$ cat src/rtl/mem_arbiter.sv
// mem_arbiter: two-port round-robin arbiter in front of a single memory port.
//
// Port 0 (c_*) is the CPU, port 1 (d_*) is the debug/loader port. A winning
// request is latched in IDLE, presented to memory for the whole ACCESS phase
// and answered with a one-cycle ack (plus err on timeout) in RESP.
//
// Ports:
//   clk, reset                     clock; synchronous active-high reset
//   c_req/c_we/c_addr/c_wdata/c_wstrb   CPU request and attributes
//   d_req/d_we/d_addr/d_wdata/d_wstrb   debug request and attributes
//   c_ack/d_ack, c_err/d_err       per-port completion pulse and timeout flag
//   rdata                          read data shared by both ports
//   m_en/m_we/m_addr/m_wdata       memory request
//   m_rdata/m_ready                memory response
//   busy                           a transaction is in progress
module mem_arbiter #(
  parameter logic [3:0] TIMEOUT = 4'd15
) (
  input  logic        clk,
  input  logic        reset,
  input  logic        c_req,
  input  logic        c_we,
  input  logic [31:0] c_addr,
  input  logic [31:0] c_wdata,
  input  logic [3:0]  c_wstrb,
  input  logic        d_req,
  input  logic        d_we,
  input  logic [31:0] d_addr,
  input  logic [31:0] d_wdata,
  input  logic [3:0]  d_wstrb,
  output logic        c_ack,
  output logic        d_ack,
  output logic        c_err,
  output logic        d_err,
  output logic [31:0] rdata,
  output logic        m_en,
  output logic [3:0]  m_we,
  output logic [31:0] m_addr,
  output logic [31:0] m_wdata,
  input  logic [31:0] m_rdata,
  input  logic        m_ready,
  output logic        busy
);

  typedef enum logic [1:0] {StIdle, StAccess, StResp} state_e;

  state_e      state_q, state_d;
  logic        last_q, last_d;    // port granted most recently
  logic        owner_q, owner_d;  // port of the transaction in flight
  logic        we_q, we_d;
  logic [3:0]  wstrb_q, wstrb_d;
  logic [31:0] addr_q, addr_d;
  logic [31:0] wdata_q, wdata_d;
  logic [31:0] rdata_q, rdata_d;
  logic [3:0]  cnt_q, cnt_d;
  logic        err_q, err_d;
  logic        win;

  // On a tie the port not granted last wins; otherwise the sole requester.
  assign win = (c_req && d_req) ? ~last_q : d_req;

  always_comb begin
    state_d = state_q;
    last_d  = last_q;
    owner_d = owner_q;
    we_d    = we_q;
    wstrb_d = wstrb_q;
    addr_d  = addr_q;
    wdata_d = wdata_q;
    rdata_d = rdata_q;
    cnt_d   = cnt_q;
    err_d   = err_q;
    unique case (state_q)
      StIdle: begin
        if (c_req || d_req) begin
          owner_d = win;
          we_d    = win ? d_we    : c_we;
          wstrb_d = win ? d_wstrb : c_wstrb;
          addr_d  = win ? d_addr  : c_addr;
          wdata_d = win ? d_wdata : c_wdata;
          cnt_d   = 4'd0;
          err_d   = 1'b0;
          state_d = StAccess;
        end
      end
      StAccess: begin
        // m_ready wins over a simultaneous timeout.
        if (m_ready) begin
          err_d   = 1'b0;
          state_d = StResp;
          if (!we_q) begin
            rdata_d = m_rdata;
          end
        end else begin
          cnt_d = cnt_q + 4'd1;
          if (cnt_q == TIMEOUT) begin
            err_d   = 1'b1;
            rdata_d = 32'd0;
            state_d = StResp;
          end
        end
      end
      StResp: begin
        last_d  = owner_q;
        state_d = StIdle;
      end
      default: state_d = StIdle;
    endcase
  end

  always_ff @(posedge clk) begin
    if (reset) begin
      state_q <= StIdle;
      last_q  <= 1'b1;
      owner_q <= 1'b0;
      we_q    <= 1'b0;
      wstrb_q <= 4'd0;
      addr_q  <= 32'd0;
      wdata_q <= 32'd0;
      rdata_q <= 32'd0;
      cnt_q   <= 4'd0;
      err_q   <= 1'b0;
    end else begin
      state_q <= state_d;
      last_q  <= last_d;
      owner_q <= owner_d;
      we_q    <= we_d;
      wstrb_q <= wstrb_d;
      addr_q  <= addr_d;
      wdata_q <= wdata_d;
      rdata_q <= rdata_d;
      cnt_q   <= cnt_d;
      err_q   <= err_d;
    end
  end

  always_comb begin
    m_en    = (state_q == StAccess);
    m_we    = (m_en && we_q) ? wstrb_q : 4'b0000;
    m_addr  = addr_q;
    m_wdata = wdata_q;
    busy    = (state_q != StIdle);
    c_ack   = (state_q == StResp) && !owner_q;
    d_ack   = (state_q == StResp) && owner_q;
    c_err   = c_ack && err_q;
    d_err   = d_ack && err_q;
    rdata   = rdata_q;
  end

endmodule

$ cat config.mk
export PLATFORM = sky130hd
export DESIGN_NAME = mem_arbiter
export DESIGN_NICKNAME = d
export VERILOG_FILES = /design/src/rtl/mem_arbiter.sv
export SDC_FILE = /design/constraint.sdc
export NUM_CORES = 1
export LEC_CHECK = 0
export BUFFER_PORTS_ARGS = -buffer_cell sky130_fd_sc_hd__buf_2
export CAP_MARGIN = 30
export CORE_ASPECT_RATIO = 0.6
export CORE_MARGIN = 8
export CORE_UTILIZATION = 35
export CTS_BUF_LIST = sky130_fd_sc_hd__clkbuf_4 sky130_fd_sc_hd__clkbuf_8
export DETAILED_ROUTE_END_ITERATION = 7
export PLACE_DENSITY = 0.81
export SLEW_MARGIN = 0
export SYNTH_ARGS = -nofsm -noshare
export SYNTH_HDL_FRONTEND = slang
export SYNTH_SLANG_ARGS = --single-unit
$ cat constraint.sdc
create_clock -name clk -period 1.5 [get_ports clk]
set_clock_uncertainty 0.15 [all_clocks]
set_input_delay 0.225 -clock clk [delete_from_list [all_inputs] [get_ports clk]]
set_output_delay 0.225 -clock clk [all_outputs]
set_load 0.05 [all_outputs]
==> results list, run 1 <==
- Total routing usage reported by global routing: 0.240
* CP top delay family: simple AND/OR/NAND/NOR gates
- Proportion of netlist area held by the largest area contributor: 0.461
- The count of nets left with antenna violations once routing finished came out at 0.
- Sum of routed wire length over all layers: 27000 µm
- In the routed design, unresolved DRC markers number 0.
* Crit share post-route: 1.18
- The via count of the first global-routing pass was 6215.
- The slowest stage of the critical path belongs to the cell dfxtp_2.
- Cell area after layout: 10600 µm²
- Relative max-transition margin: 0.618
- Width of the chip: 167 µm
- After clock tree synthesis, the clock-pin slew on the worst setup and hold paths is 100 ps.
* Leading cell types by total area after synthesis: dfxtp_1 (46%), mux2i_1 (14%), o2bb2ai_1 (13%)
- Smallest setup slack after layout: -277 ps
- Initial cell density of the core: 0.353
* Wire length of the first global-routing pass: 34400 µm
- Peak ir drop on the vdd network: 0.552 mV
- Net count of the mapped netlist: 617
- Entering global routing, the biggest net connects 38 pins.
- In the routed layout, each cell is associated on average with a via count of 5.43.
* Worst setup EP type: output pin
- Number of inserted filler cells in the final layout: 786
- For this design the static power due to leakage is 4.42 nW.
* Post-synthesis to final-layout area growth: 121%
- After synthesis, the share of flip-flops with an asynchronous set or reset is 0.
- STA puts the critical path data required time at 1120 ps.
- Summing all placed instances gives a cell area of 6710 µm².
* Maximum cell stage delay along the critical path: 350 ps
- Syn Inst Count: 441
- GR Overflow Total: 0
* Sequential cell area fraction in the yosys report: 0.461
* TritonCTS clock tree: built
- Std cell rows: 33
* Most frequent cell after synthesis: dfxtp_1
- After floorplanning, the core was sized to cover 13500 µm².
* Die outline height: 106 µm
- Combined area of all synthesized cells: 4770 µm²
- Setup repair after global routing could not meet its margin everywhere.
- The initial antenna violation count came to 2.
- Internal power contribution: 5.33 mW
* Critical path fanouts, max: 6
* Maximum capacitance violations: 0
* Hold Slack: 10.1 ps
- After detailed routing, the average wire length per cell comes to 24.1 µm.
* Crit path buffers/inverters: 2
* IO Count: 281
* Result of the run: complete, but fails checks
* Launching element type of the critical path: flip-flop
- The synthesized design contains 0 enable-type register cells.
- Fraction of layout instances using a drive strength above 1: 0.621
* Half-perimeter wire length of the detailed placement result: 11900 µm
- At the pin with the least slew margin, the transition time is 573 ps.
* Number of pins with negative max-slew slack in the final report: 0
* Worst hold-check path type: in -> reg
- Data arrival time of the worst path: 1400 ps
- In this run, CTS created clock tree buffers numbering 9.
* Post-layout minimum cycle time: 1780 ps
- For this design, the sink count on the clock tree is 110.
- Clock latency on the worst-skew pair, taken at its later pin, is 370 ps.
* Clock share of power: 0.205
- The number of different library cells used by synthesis comes to 36.
* Port Buf Inserts: 280
- In the final layout, flip-flops and latches occupy 2210 µm².
* Leading area contributor after synthesis: dfxtp_1
- The root buffer cell chosen for the clock tree is clkbuf_8.
* Switching share of power: 0.382
- Dividing total power by cell area gives a power density of 816 nW/µm².
- The final reports fail on negative setup slack.
- Top flip-flop cell by instance count after synthesis: dfxtp_1
* Final layout net count: 1112
- The share of total power dissipated in sequential elements is 0.392.
* Share of total power in combinational logic: 0.403
- For this run, the number of Yosys warnings is 0.
* Max Root-Sink Buffers: 2
- Initial detailed-routing violation count: 466
- Timing would allow up to 563 MHz.
- Number of endpoints with negative hold slack in the final report: 0
* Setup Slack @ Placement: -66.1 ps
- Walking the worst path, the cells encountered are buf_6 -> nor2b_4 -> and3_1 -> buf_6.
- The floorplan step defined a die boundary enclosing 17700 µm².
* Avg Synthesized Cell Area: 10.8 µm²
* Class of the most critical setup path: reg -> out
* Top post-synthesis cells by count: dfxtp_1 (110), mux2i_1 (69), o2bb2ai_1 (69), a21oi_1 (34), nand3_1 (34)
* CP most frequent cell: buf_6
- H-tree lvl count: 3
- After synthesis the netlist holds a flip-flop and latch count of 110.
- The congestion estimate from routability-driven global placement came to 0.791.
- For this run, the detailed router's first-pass iteration total came to 7.
- Setup violations, final: 114
* P_sw: 3.29 mW
* Multi-input gate area in the final layout: 3630 µm²
- The detailed router placed 6077 vias in this run.
-- routing by layer --
| layer | up-vias | GRT usage | share of wire | wire length, µm |
|---|---|---|---|---|
| met3 | 108 | 0.0818 | 0.073 | 1980 |
| li1 | 2692 | - | - | - |
| met2 | 354 | 0.402 | 0.49 | 13200 |
| met1 | 2923 | 0.275 | 0.40 | 10700 |
| met5 | - | 0 | 0 | 0 |
| met4 | 0 | 0.113 | 0.043 | 1170 |
-- kinds of logic after synthesis --
logic type,share of synthesized area
AO/OA/AOI/OAI,0.265
adder cells (fa/ha/maj),0.00262
multiplexers,0.145
flip-flops,0.461
buffers and inverters,0.0548
AND/OR/NAND/NOR,0.0711
-- power groups by stage --
stage	Sequential (mW)	Combinational (mW)	Clock, mW
after floorplan	4.05	0.674	0
after global placement	3.34	2.13	0
after detailed placement	3.34	2.15	0
after CTS	3.29	2.71	1.78
after global routing	3.41	3.59	1.91
final	3.38	3.47	1.77
-- layout make-up --
class / count / share of cell area
well taps: 175 / 0.0207
flip-flops and latches: 110 / 0.209
multi-input cells: 280 / 0.343
clock buffers: 11 / 0.0137
clock inverters: 5 / 0.00403
diodes: 4 / 0.000948
repair buffers: 530 / 0.406
inverters: 5 / 0.00178
-- worst paths after layout --
path | from | to | slack [ps] | cells after the start
worst max-delay path | state_q[1] | m_we[0] | -280 | 4
worst min-delay path | d_wdata[1] | m_wdata[1] | 10 | 3
worst max register to register | state_q[1] | rdata[30] | -190 | 7
worst min register to register | m_wdata[3] | m_wdata[3] | 320 | 1
-- stage by stage --
stage | TNS, ps | total power [mW] | std cells | utilization
floorplan | -1290 | 4.72 | 441 | -
global placement | -190 | 5.47 | 896 | 0.497
detailed placement | -3100 | 5.49 | 896 | 0.497
CTS | -6310 | 7.78 | 1094 | 0.681
global route | -19460 | 8.90 | 1118 | 0.782
finish | -14130 | 8.62 | 1120 | 0.782
-- worst reg2reg max path, cell delays in order, from the launching register on --
cell and delay (ps):
dfxtp_2 350, buf_6 120, buf_4 130, and4bb_2 330
buf_6 140, buf_12 160, nand3_2 100, a21oi_2 150
-- state kept, by name, summed over array words and instances (netlist names), 2 cells and up --
register and flops:
cnt_q 4, m_addr 32, m_wdata 32, rdata 32, state_q 2, wstrb_q 4
-- timing repair --
action | 4_1_cts | 5_1_grt
pin swaps | 66 | 80
hold buffers | 167 | 0
hold endpoints to repair | 100 | 0
endpoints found under the setup margin | 98 | 118
gates cloned | 5 | 14
setup buffers | 10 | 10
resized for setup | 99 | 174
-- cell usage in the layout, fill, tap and decap left out, types with 7 or more instances in the layout --
cell type      count
o2bb2ai_2         46
o211ai_2          30
o2bb2ai_4         23
nand3_2           26
clkbuf_8          10
buf_4             39
dfxtp_1          106
nand3_4            7
a21oi_2           30
buf_6             19
mux2i_1           55
clkbuf_4          10
buf_8              9
buf_2            260
dlygate4sd3_1    167
mux2i_2           10
buf_12            15
clkbuf_16          9
Power figures use the tool's default switching activity.
==> run 2: changes to the inputs <==
--- a/config.mk
+++ b/config.mk
@@ -8,9 +8,9 @@
 export BUFFER_PORTS_ARGS = -buffer_cell sky130_fd_sc_hd__buf_2
 export CAP_MARGIN = 30
 export CORE_ASPECT_RATIO = 0.6
-export CORE_MARGIN = 8
+export CORE_MARGIN = 1
 export CORE_UTILIZATION = 35
-export CTS_BUF_LIST = sky130_fd_sc_hd__clkbuf_4 sky130_fd_sc_hd__clkbuf_8
+export CTS_BUF_LIST = sky130_fd_sc_hd__clkbuf_2
 export DETAILED_ROUTE_END_ITERATION = 7
 export PLACE_DENSITY = 0.81
 export SLEW_MARGIN = 0
==> run 2 against run 1 <==
The flow finishes with violations (design-rule violations, negative setup slack). Global-route usage increased by 5.9 points. Power shrank 6.4%. Non-clock buffer count rose by 27. Sequential power grew 2%. Largest power group is now sequential cells. Highest routed layer unchanged.
==> results list, run 2 (synthesis gave the netlist of run 1 again) <==
- TritonCTS clock tree: built (unchanged)
* Number of endpoints with negative hold slack in the final report: 0 (unchanged)
- The number of primary I/O pins is 281 (unchanged).
* Port Buf Inserts: 280 (unchanged)
- Leak Pwr: 4.44 nW (was 4.42 nW)
- Initial detailed-routing violation count: 322 (was 466)
- Weighted congestion at the end of routability-driven global placement: 0.790 (was 0.791)
- The number of max-cap violations came to 0 (unchanged).
- Post-synthesis to final-layout area growth: 124% (was 121%)
- Number of iterations in the first detailed-routing pass: 7 (unchanged)
* Required arrival time at the worst endpoint: 1120 ps (about the same)
- Sum of routed wire length over all layers: 25000 µm (was 27000 µm)
- The overall die area is 14100 µm² (was 17700 µm²).
- The initial antenna violation count was 1 (was 2).
* Post-layout minimum cycle time: 2080 ps (was 1780 ps)
* P_sw: 3.03 mW (was 3.29 mW)
- The fraction of final layout cells sized beyond drive strength 1 came to 0.633 (was 0.621).
- The most utilized layer in the global route result is met2 (unchanged).
- The final count of pins violating max slew was 0 (unchanged).
* Total Neg Setup Slack: -18300 ps (was -14130 ps)
* Half-perimeter wire length of the detailed placement result: 10200 µm (was 11900 µm)
- Share of total power in combinational logic: 0.417 (was 0.403)
- The worst IR drop on VDD came to 0.500 mV (was 0.552 mV).
* Slew at the pin closest to its max-slew limit: 788 ps (was 573 ps)
- The total clock buffers created by CTS is 9 (unchanged).
- Most frequent cells in the layout: dlygate4sd3_1 (174), buf_2 (174), dfxtp_2 (99), buf_8 (86), buf_4 (81) (was buf_2 (260), dlygate4sd3_1 (167), dfxtp_1 (106), mux2i_1 (55), o2bb2ai_2 (46)).
- Data arrival time of the worst path: 1710 ps (was 1400 ps)
- Unrepaired setup endpoints after global routing: true (unchanged).
- The startpoint class of the critical path is a flip-flop (unchanged).
- The critical path endpoint category was an output pin (unchanged).
- The clock insertion delay at the later pin of the skew report was 580 ps (was 370 ps).
- Wire length of the first global-routing pass: 33300 µm (was 34400 µm)
- The largest net degree at the start of global routing came to 45 (was 38).
- The buffer depth of the longest clock path came to 2 (unchanged).
* Std cell rows: 32 (was 33)
- Met2 track demand over resource in global routing: 0.550 (was 0.402)
* Result of the run: complete, but fails checks (unchanged)
- The starting utilization of the core area was 0.366 (was 0.353).
* Clock-pin slew on the worst setup and hold paths: 320 ps (was 100 ps)
- Width of the chip: 153 µm (was 167 µm)
* Relative max-transition margin: 0.475 (was 0.618)
* Antenna violation net count after detailed routing: 0 (unchanged)
- Clock share of power: 0.157 (was 0.205)
* Class of the most critical setup path: reg -> out (unchanged)
* Final layout net count: 1138 (was 1112)
- H-tree lvl count: 3 (unchanged)
- The detail-routed via count per cell came to 5.41 (was 5.43).
- Smallest setup slack after layout: -584 ps (was -277 ps)
* Internal power contribution: 5.04 mW (was 5.33 mW)
* GR Overflow Total: 0 (unchanged)
- Crit share post-route: 1.39 (was 1.18)
- The class of the most critical hold timing path was in -> reg (unchanged).
- The switching share of power came to 0.375 (was 0.382).
* Die outline height: 92.4 µm (was 106 µm)
- Post-DR wirelength/cell: 22.0 µm (was 24.1 µm)
- Total routing usage reported by global routing: 0.299 (was 0.240)
- M3 GR Usage: 0.0702 (was 0.0818)
- The total number of vias is 6156 (was 6077).
* M1 GR Usage: 0.325 (was 0.275)
* Power consumption: 8.07 mW (was 8.62 mW)
- The total of endpoints with negative setup slack in the final report is 192 (was 114).
- The number of DRC violations after detailed routing is 32 (was 0).
* Buffer type at the clock tree root: clkbuf_2 (was clkbuf_8)
- The part of the total power dissipated in sequential elements came to 0.426 (was 0.392).
* Cell area power density: 756 nW/µm² (was 816 nW/µm²)
- The fill cell instance count of the final layout came to 626 (was 786).
- The number of clock sinks is 110 (unchanged).
* Vias in the first global route: 6312 (was 6215)
- The maximum clock frequency is 480 MHz (was 563 MHz).
- Violations in the final reports: design-rule violations, negative setup slack (was negative setup slack)
- Core Footprint: 13100 µm² (was 13500 µm²)
* Critical path fanouts, max: 6 (unchanged)
- The setup slack of the worst register-to-register path came to -200 ps (was -190 ps).
## run 2: power by group through the flow
stage | Combinational [mW] | Sequential (mW) | Clock [mW]
4_1_cts | 2.96 | 3.40 | 1.28
3_3_place_gp | 2.09 | 3.34 | 0
6_report | 3.37 | 3.44 | 1.27
2_1_floorplan | 0.674 | 4.05 | 0
3_5_place_dp | 2.11 | 3.34 | 0
5_1_grt | 3.47 | 3.46 | 1.40
## run 2: layout make-up
class	count	area, µm²	share of cell area
repair buffers	557	5160	0.483
multi-input cells	279	2850	0.267
flip-flops and latches	110	2330	0.219
well taps	170	213	0.0199
clock inverters	6	47.5	0.00445
clock buffers	9	45.0	0.00422
inverters	5	18.8	0.00176
diodes	2	5.00	0.000469
## run 2: path summary, 6_finish.rpt
kind | depth (start not counted) | startpoint | to
worst max register to register | 4 | state_q[0] | cnt_q[3]
worst min-delay path | 4 | m_rdata[16] | rdata[16]
worst max-delay path | 4 | state_q[0] | c_ack
worst min register to register | 1 | m_wdata[16] | m_wdata[16]
## run 2: stage by stage
stage               utilization  hold WS, ps  std cells  setup WS (ps)  instance area [µm²]
floorplan                     -          227        441           -179                 4830
global placement          0.510          286        882          -51.1                 6660
detailed placement        0.510          292        882          -56.1                 6660
CTS                       0.759          175       1108           -597                 9910
global route              0.818          188       1137           -674                10700
finish                    0.818          238       1138           -584                10700
## run 2: per-layer routing
layer / wire length, µm / share of wire / vias up
met5: 0 / 0 / -
met4: 1280 / 0.051 / 0
met3: 1990 / 0.080 / 121
met2: 12600 / 0.50 / 408
met1: 9140 / 0.36 / 2904
li1: - / - / 2723
## run 2: critical path, cell delays in order, from the launching register on
cell and delay, ps:
dfxtp_2 410, buf_4 170, nand2b_4 210, nor2_4 180, buf_12 150
## run 2: repair_timing
action                                  4_1_cts  5_1_grt
buffers inserted                             35       26
hold buffers                                174        0
endpoints found under the hold margin       107        0
endpoints found under the setup margin      190      213
pin swaps                                    28       64
gates cloned                                  2        2
resized for setup                           396      108
